`src/rtl/tt_sel_pkg.sv`:
```
// tt_sel_pkg: shared state encoding, address/gap widths and address helpers
// for the spine select controller.
package tt_sel_pkg;
  localparam int ADDR_W  = 9;
  localparam int GAP_W   = 4;
  localparam int ROW_MSB = 8;
  localparam int ROW_LSB = 5;
  localparam int COL_MSB = 4;
  localparam int COL_LSB = 0;
  typedef enum logic [1:0] {ST_OFF, ST_BREAK, ST_SETTLE, ST_ON} sel_state_e;
  function automatic logic [ADDR_W-1:0] addr_inc(input logic [ADDR_W-1:0] a, input logic [ADDR_W-1:0] max);
    return (a >= max) ? '0 : a + ADDR_W'(1);
  endfunction
  function automatic logic [ADDR_W-1:0] addr_clamp(input logic [ADDR_W-1:0] a, input logic [ADDR_W-1:0] max);
    return (a > max) ? max : a;
  endfunction
endpackage

```
`src/rtl/tt_sel_sync.sv`:
```
// tt_sel_sync: STAGES-deep pin synchronizer; EDGE=1 turns o_q into a registered
// rising-edge pulse aligned with the cycle the synchronized level first goes high.
module tt_sel_sync #(
  parameter int STAGES = 2,
  parameter bit EDGE   = 1'b0
) (
  input  logic clk,
  input  logic rst,
  input  logic i_d,
  output logic o_q
);
  logic [STAGES-1:0] r_q;
  always_ff @(posedge clk) begin
    if (rst) r_q <= '0;
    else     r_q <= {r_q[STAGES-2:0], i_d};
  end
  if (EDGE) begin : g_edge
    logic r_rise;
    always_ff @(posedge clk) begin
      if (rst) r_rise <= 1'b0;
      else     r_rise <= r_q[STAGES-2] & ~r_q[STAGES-1];
    end
    assign o_q = r_rise;
  end else begin : g_lvl
    assign o_q = r_q[STAGES-1];
  end
endmodule

```
`src/rtl/tt_sel_ctrl.sv`:
```
// tt_sel_ctrl: break-before-make spine select/enable sequencer fed by async pins.
// Define TT_SEL_CTRL_DIRECT_LOAD_EN to add the load_valid/load_addr/load_ready port.
module tt_sel_ctrl
  import tt_sel_pkg::*;
#(
  parameter int ADDR_MAX    = 511,
  parameter int GAP_CYCLES  = 4,
  parameter int SYNC_STAGES = 2
) (
  input  logic              clk,
  input  logic              rst,
  input  logic              pin_inc,
  input  logic              pin_clr,
  input  logic              pin_ena,
`ifdef TT_SEL_CTRL_DIRECT_LOAD_EN
  input  logic              load_valid,
  input  logic [ADDR_W-1:0] load_addr,
  output logic              load_ready,
`endif
  output logic [ADDR_W-1:0] spine_sel,
  output logic              spine_ena,
  output logic              busy
);
  localparam logic [ADDR_W-1:0] MAX = ADDR_W'(ADDR_MAX);
  localparam logic [GAP_W-1:0]  GAP = GAP_W'(GAP_CYCLES);
  sel_state_e        r_state, w_nxt;
  logic              w_inc, w_clr, w_ena, r_clr_d;
  logic              w_clr_ev, w_inc_ev, w_load_ev, w_ev;
  logic [ADDR_W-1:0] w_base, w_tgt, r_tgt, r_sel;
  logic [GAP_W-1:0]  r_gap;
  logic              r_ena, r_busy;
  tt_sel_sync #(.STAGES(SYNC_STAGES), .EDGE(1'b1)) u_inc (.clk(clk), .rst(rst), .i_d(pin_inc), .o_q(w_inc));
  tt_sel_sync #(.STAGES(SYNC_STAGES), .EDGE(1'b0)) u_clr (.clk(clk), .rst(rst), .i_d(pin_clr), .o_q(w_clr));
  tt_sel_sync #(.STAGES(SYNC_STAGES), .EDGE(1'b0)) u_ena (.clk(clk), .rst(rst), .i_d(pin_ena), .o_q(w_ena));
  // Only the first cycle of a held clear sequences; the whole hold masks other events.
  assign w_clr_ev = w_clr & ~r_clr_d;
  assign w_inc_ev = w_inc & ~w_clr;
  // A back-to-back event during BREAK builds on the address about to be applied.
  assign w_base   = (r_state == ST_BREAK) ? r_tgt : r_sel;
`ifdef TT_SEL_CTRL_DIRECT_LOAD_EN
  assign load_ready = (r_state == ST_OFF) || (r_state == ST_ON);
  assign w_load_ev  = load_valid & load_ready & ~w_clr;
  assign w_tgt      = w_clr_ev ? '0 : w_load_ev ? addr_clamp(load_addr, MAX) : addr_inc(w_base, MAX);
`else
  assign w_load_ev  = 1'b0;
  assign w_tgt      = w_clr_ev ? '0 : addr_inc(w_base, MAX);
`endif
  assign w_ev = w_clr_ev | w_load_ev | w_inc_ev;
  always_comb begin
    w_nxt = r_state;
    case (r_state)
      ST_OFF:    w_nxt = w_ev ? ST_BREAK : (w_ena && !w_clr) ? ST_SETTLE : ST_OFF;
      ST_BREAK:  w_nxt = w_ev ? ST_BREAK : ST_SETTLE;
      ST_SETTLE: w_nxt = w_ev ? ST_BREAK : (r_gap != '0) ? ST_SETTLE : (w_ena && !w_clr) ? ST_ON : ST_OFF;
      ST_ON:     w_nxt = w_ev ? ST_BREAK : w_ena ? ST_ON : ST_OFF;
      default:   w_nxt = ST_OFF;
    endcase
  end
  // The gap is loaded on entry to BREAK so the break cycle counts toward the settle time.
  always_ff @(posedge clk) begin
    if (rst) begin
      r_state <= ST_OFF;
      r_clr_d <= 1'b0;
      r_tgt   <= '0;
      r_sel   <= '0;
      r_gap   <= '0;
      r_ena   <= 1'b0;
      r_busy  <= 1'b0;
    end else begin
      r_state <= w_nxt;
      r_clr_d <= w_clr;
      if (w_ev) r_tgt <= w_tgt;
      if (r_state == ST_BREAK) r_sel <= r_tgt;
      r_gap   <= (w_nxt == ST_BREAK || (r_state == ST_OFF && w_nxt == ST_SETTLE)) ? GAP :
                 (r_gap != '0) ? r_gap - GAP_W'(1) : r_gap;
      r_ena   <= (w_nxt == ST_ON);
      r_busy  <= (w_nxt == ST_BREAK) || (w_nxt == ST_SETTLE);
    end
  end
  assign spine_sel = {r_sel[ROW_MSB:ROW_LSB], r_sel[COL_MSB:COL_LSB]};
  assign spine_ena = r_ena;
  assign busy      = r_busy;
endmodule

```
`config.mk`:
```
export PLATFORM = sky130hd
export DESIGN_NAME = tt_sel_ctrl
export DESIGN_NICKNAME = d
export VERILOG_FILES = /design/src/rtl/tt_sel_pkg.sv /design/src/rtl/tt_sel_sync.sv /design/src/rtl/tt_sel_ctrl.sv
export SDC_FILE = /design/constraint.sdc
export NUM_CORES = 1
export LEC_CHECK = 0
export BUFFER_PORTS_ARGS = -buffer_cell sky130_fd_sc_hd__buf_4
export CAP_MARGIN = 0
export CORE_MARGIN = 1
export CORE_UTILIZATION = 50
export CTS_CLUSTER_SIZE = 40
export DETAILED_ROUTE_END_ITERATION = 8
export GPL_TIMING_DRIVEN = 0
export PLACE_DENSITY = 0.72
export SLEW_MARGIN = 20
export SYNTH_ARGS = -nofsm -noshare
export SYNTH_HDL_FRONTEND = slang
export SYNTH_SLANG_ARGS = --single-unit
export TNS_END_PERCENT = 1
```
`constraint.sdc`:
```
create_clock -name clk -period 2.6 [get_ports clk]
set_clock_uncertainty 0.2 [all_clocks]
set_input_delay 0.39 -clock clk [delete_from_list [all_inputs] [get_ports clk]]
set_output_delay 0.39 -clock clk [all_outputs]
set_load 0.005 [all_outputs]
```
# Yosys cells after proc, flatten, opt, wreduce, memory -nomap -nowiden
# Cells that the tools add are included.
op_classes:
  n_bitwise: 7
  magnitude_cmp: 1
  add_sub_neg: 2
  n_reduce_logical: 9
  multipliers: 0
  n_mux: 14
  n_div: 0
  eq_ne: 6
  n_shift: 0
ops:
  columns: ["operator", "n"]
  rows:
  - ["$mux W9", 3]
  - ["$mux W2", 8]
  - ["$add A9 B1 Y9 const B", 1]
  - ["$ge A9 B9 Y1 const B", 1]
  - ["$eq A2 B2 Y1 const B", 4]
  - ["$pmux W2 S4", 1]
  - ["$mux W3", 2]
  - ["$eq A2 B1 Y1 const B", 2]
  - ["$reduce_bool A4 Y1", 1]
  - ["$sub A4 B1 Y4 const B", 1]
  - ["$and A1 B1 Y1", 3]
  - ["$not A1 Y1", 3]
  - ["$logic_and A1 B1 Y1", 2]
  - ["$logic_not A2 Y1", 1]
  - ["$logic_or A1 B1 Y1", 2]
  - ["$reduce_bool A2 Y1", 1]
  - ["$reduce_or A2 Y1", 1]
  - ["$logic_not A1 Y1", 1]
  - ["$or A1 B1 Y1", 1]
word_totals:
  mem_bits_rw: 0
  mem_count: 0
  latchBits: 0
  romBits: 0
  in_bits: 5
  reg_bits: 34
  output_inout_bits: 11

# Depth between registers and ports, before layout
logic_depth:
  ltp_word: 10
  depth_mapped: 12
  ltp_nobuf: 10

# Hierarchy
# Synthesis repeated with hierarchy kept, for this count alone.
hier_totals:
  hier_cells: 166
  area_unflattened_um2: 1557.7
modules_own_cells:
  columns: ["mod", "n_inst", "area_each_um2", "cells_each", "seq_area_each_um2"]
  rows:
  - ["tt_sel_ctrl", 1, 1367.6, 152, 540.5]
  - ["tt_sel_sync at u_clr ...", 2, 52.6, 4, 40.0]
  - ["tt_sel_sync at u_inc", 1, 85.1, 6, 60.1]

# Worst setup path after synthesis
# No wires, ideal clock.
synth_path:
  path_type: "register -> register"
  start: "register r_state[1]"
  end: "register r_tgt[7]"
  stages_incl_launch_ff: 13
  arrival_ns: 2.496
  n_path_buf: 2
  period_less_slack_ns: 2.758
  setup_ns: 0.062
  slack_ns: -0.158
  cell_sequence: "dfxtp_1 > nand2b_1 > buf_6 > buf_4 > mux2_2 > ha_1 > nand2_1 > nor2_1 > ha_1 > nor3_1 > nand2_1 > or4_1 > nand3_1"
synth_via:
  elab_chain_len: 5
  word_cells_on_any_way: 6
  cone_classes: "add/sub (1); order compare (1); eq/ne (1); mux (3)"
synth_rtl:
  columns: ["element", "line_no", "rtl"]
  rows:
  - ["start, declared", "tt_sel_ctrl.sv:26", "sel_state_e r_state, w_nxt;"]
  - ["start signal, assigned", "tt_sel_ctrl.sv:70", "r_state <= w_nxt;"]
  - ["$eq A2 B1 Y1 (*)", "tt_sel_ctrl.sv:39", "assign w_base = (r_state == ST_BREAK) ? r_tgt : r_sel;"]
  - ["$mux W9 (*)", null, null]
  - ["named net w_base[1]", "tt_sel_ctrl.sv:29", "logic [ADDR_W-1:0] w_base, w_tgt, r_tgt, r_sel;"]
  - ["$add A9 B1 Y9 / $ge A9 B9 Y1 (equally long branches)", "tt_sel_pkg.sv:12", "return (a >= max) ? '0 : a + ADDR_W'(1);"]
  - ["$mux W9 (*)", "tt_sel_pkg.sv:12", null]
  - ["$mux W9 (*)", "tt_sel_ctrl.sv:46", "assign w_tgt = w_clr_ev ? '0 : addr_inc(w_base, MAX);"]
  - ["end signal, assigned", "tt_sel_ctrl.sv:72", "if (w_ev) r_tgt <= w_tgt;"]
  - ["end, declared", "tt_sel_ctrl.sv:29", null]
# Mark *: on every way through the listed nets, which the timed path passes. The rest lies on a longest branch.
# A chain may end at the register's enable or synchronous reset.

# Worst setup path after layout
# Same ends and word-level chain as after synthesis.

==> metrics.txt <==
Final Max Tran Viols 0; placer congestion estimate 0.803; Levels on crit path 12; Post-DRT Antenna Nets 0; Slew @ Worst Pin 0.578 ns; CTS Root Cell clkbuf_4; ys async rst share 0%; Yosys warning count 0; worst hold endpoint u_inc.r_q[0]; fill count 225; unrepaired setup endpoints after global routing true; CTS Hold Bufs 0; startpoint types flop; DRT iter0 DRCs 45; prevailing post-synth register cell dfxtp_1; status completed; worst r2r src r_state[1]; PD cells 653 nW/um2; slowest stage delay, CP 0.40 ns; commonest non-fill, non-tap cell in the layout dfxtp_1; Max Root-Sink Buffers 2; Post-Syn Area per Cell 9.92 um2; Worst R2R End r_tgt[7]; # nets final 187; Mapped Area 1480 um2; register area share after synthesis 46.1%; critical path endpoint category flop; most frequent cells in the layout dfxtp_1 (32), buf_4 (20), nor2_1 (16), nor2b_1 (12), nand2_1 (11); final setup fails 0; WL/cell 13.4 um; flop-to-flop setup slack 0.08 ns; Die Span X 56.4 um; Top delay family on crit path simple AND/OR/NAND/NOR gates; drt pass-1 iters 6; hold path start pin_inc; CTS tree done; CP max-delay cell or4_1; hold slack 0.0596 ns; gr usage total 20.3%; diode count 0; Post-synth EDFFs 0; placed cell areas 1640 um2; first-pass GRT wire length 4840 um; crit path DAT 2.61 ns; Clock Sinks 34; Critical path buffers and inverters 2; number of global-route vias before repair 1120; vias per inst 5.44; H-tree Lvls 2; fin crit period 2.52 ns; Syn Nets 160; Initial Utilization 53.1%; Post-Synthesis Cells 149; Hold Vio Cnt, Final 0; final period utilization 96.9%; fin area 1800 um2; worst-skew pair later-pin latency 0.34 ns; Max Cap Viol 0; Rel. slew slack 61.3%; largest net degree at the start of global routing 11; boundary pin count 16; Max VDD drop 823 uV; GR Overflow Total 0; die area 3180 um2; Min-Delay Path Class primary input to flop; HPWL after detailed placement 1900 um; # DRC 0; core area 2780 um2; fraction of layout cells with a size suffix above 1 26.0%; Leakage Power 0.000819 uW; Rows 19; CTS clock-pin slew for the worst setup and hold paths 0.11 ns; area grow syn2layout 22.1%; synthesis-stage register bit count 34; required arrival time at the worst endpoint 2.69 ns; Post-Route WL 2790 um; Worst Hold Depth 2; initial antenna violation count 0; Register-to-Register Path Depth 12; port bufs 15; total CTS buffers 5; CP Class flop to flop; worst-path fanout max 10; number of distinct library cells after synthesis 34; die height 56.4 um; ordered cell list for the critical path nand2b_4, buf_6, buf_12, mux2_4, ha_4, nand2_4, nor2_2, ha_2, nor3_4, nand2_1, or4_1, nand3_1; upper clock frequency limit 0.397 GHz; vias post-DR 1132
## where the power goes
group | total (uW) | internal (uW) | switching [uW] | leakage [uW]
sequential | 581 | 557 | 24.0 | 0.000277
clock | 373 | 204 | 169 | 0.0000395
combinational | 224 | 102 | 122 | 0.000502
total | 1180 | 863 | 316 | 0.000819
## synth_stat cells (2+ instances only)
library cell  number  area (um2)
mux2_4             2        30.0
inv_1              7        26.3
a21oi_1            4        20.0
nand2_1           12        45.0
nand3_1            4        20.0
a22o_1             6        52.6
nor2b_1           12        75.1
nand2b_1           4        25.0
nor3_1             3        15.0
mux2_2             4        45.0
ha_1               6        75.1
xor2_1             2        17.5
xnor2_1            4        35.0
o21ai_0            3        15.0
nor2_1            17        63.8
mux2i_1            7        70.1
clkbuf_1           2        7.51
dfxtp_1           34         681
## state kept, by name (all words and copies together) (netlist names)
register,count
r_clr_d,1
u_inc.r_q,2
u_ena.r_q,2
u_clr.r_q,2
spine_ena,1
u_inc.o_q,1
busy,1
spine_sel,9
r_state,2
r_tgt,9
r_gap,4
## cell families after synthesis
family,synth area share [%]
AOI/OAI and AO/OA,10.4
xor gates and xnor gates,3.56
adders and majority gates,5.08
buffers and inverters,3.56
DFF,46.1
muxes,12.1
and+or+nand+nor,19.2
## metrics by stage
stage	util (%)	std cells	setup TNS (ns)	total power (uW)	worst slack [ns]
after global routing	64.9	208	-0.0296	1260	-0.0296
after detailed placement	59.0	195	-0.635	810	-0.254
after floorplan	-	149	0	755	0.00841
final	64.9	208	0	1180	0.0812
after global placement	59.0	195	-0.355	789	-0.205
after CTS	63.9	207	0	1190	0.0220
## repair_timing
action / in CTS / in global routing
pin swaps: 2 / 1
gates resized for setup: 8 / 4
endpoints found under the hold margin: 0 / 0
setup endpoints to repair: 8 / 1
buffers inserted: 4 / 1
## area by class of cell
| type | count | area (um2) | share of cell area, % |
|---|---|---|---|
| Timing Repair Buffer | 20 | 150 | 8.32 |
| Clock inverter | 1 | 30.0 | 1.66 |
| Inverter | 7 | 26.3 | 1.46 |
| Multi-Input combinational cell | 104 | 792 | 43.9 |
| Clock buffer | 7 | 45.0 | 2.50 |
| Tap cell | 31 | 38.8 | 2.15 |
| Buffer | 4 | 38.8 | 2.15 |
| Sequential cell | 34 | 683 | 37.9 |
## metal layers
metal	routed length, um	vias up	GRT usage, %
met1	1290	531	23.2
met3	128	6	8.99
met5	0	-	0
met4	46	0	9.06
li1	-	565	-
met2	1320	30	32.5
## how the worst max path moves through the flow
stage / from / to / slack (ns)
floorplan: r_state[1] / r_tgt[7] / 0.008
global placement: r_state[1] / r_tgt[7] / -0.21
detailed placement: r_state[1] / r_tgt[7] / -0.25
CTS: r_state[1] / r_tgt[7] / 0.02
global route: r_state[1] / r_tgt[7] / -0.03
finish: r_state[1] / r_tgt[7] / 0.08
Power figures use the tool's default switching activity.
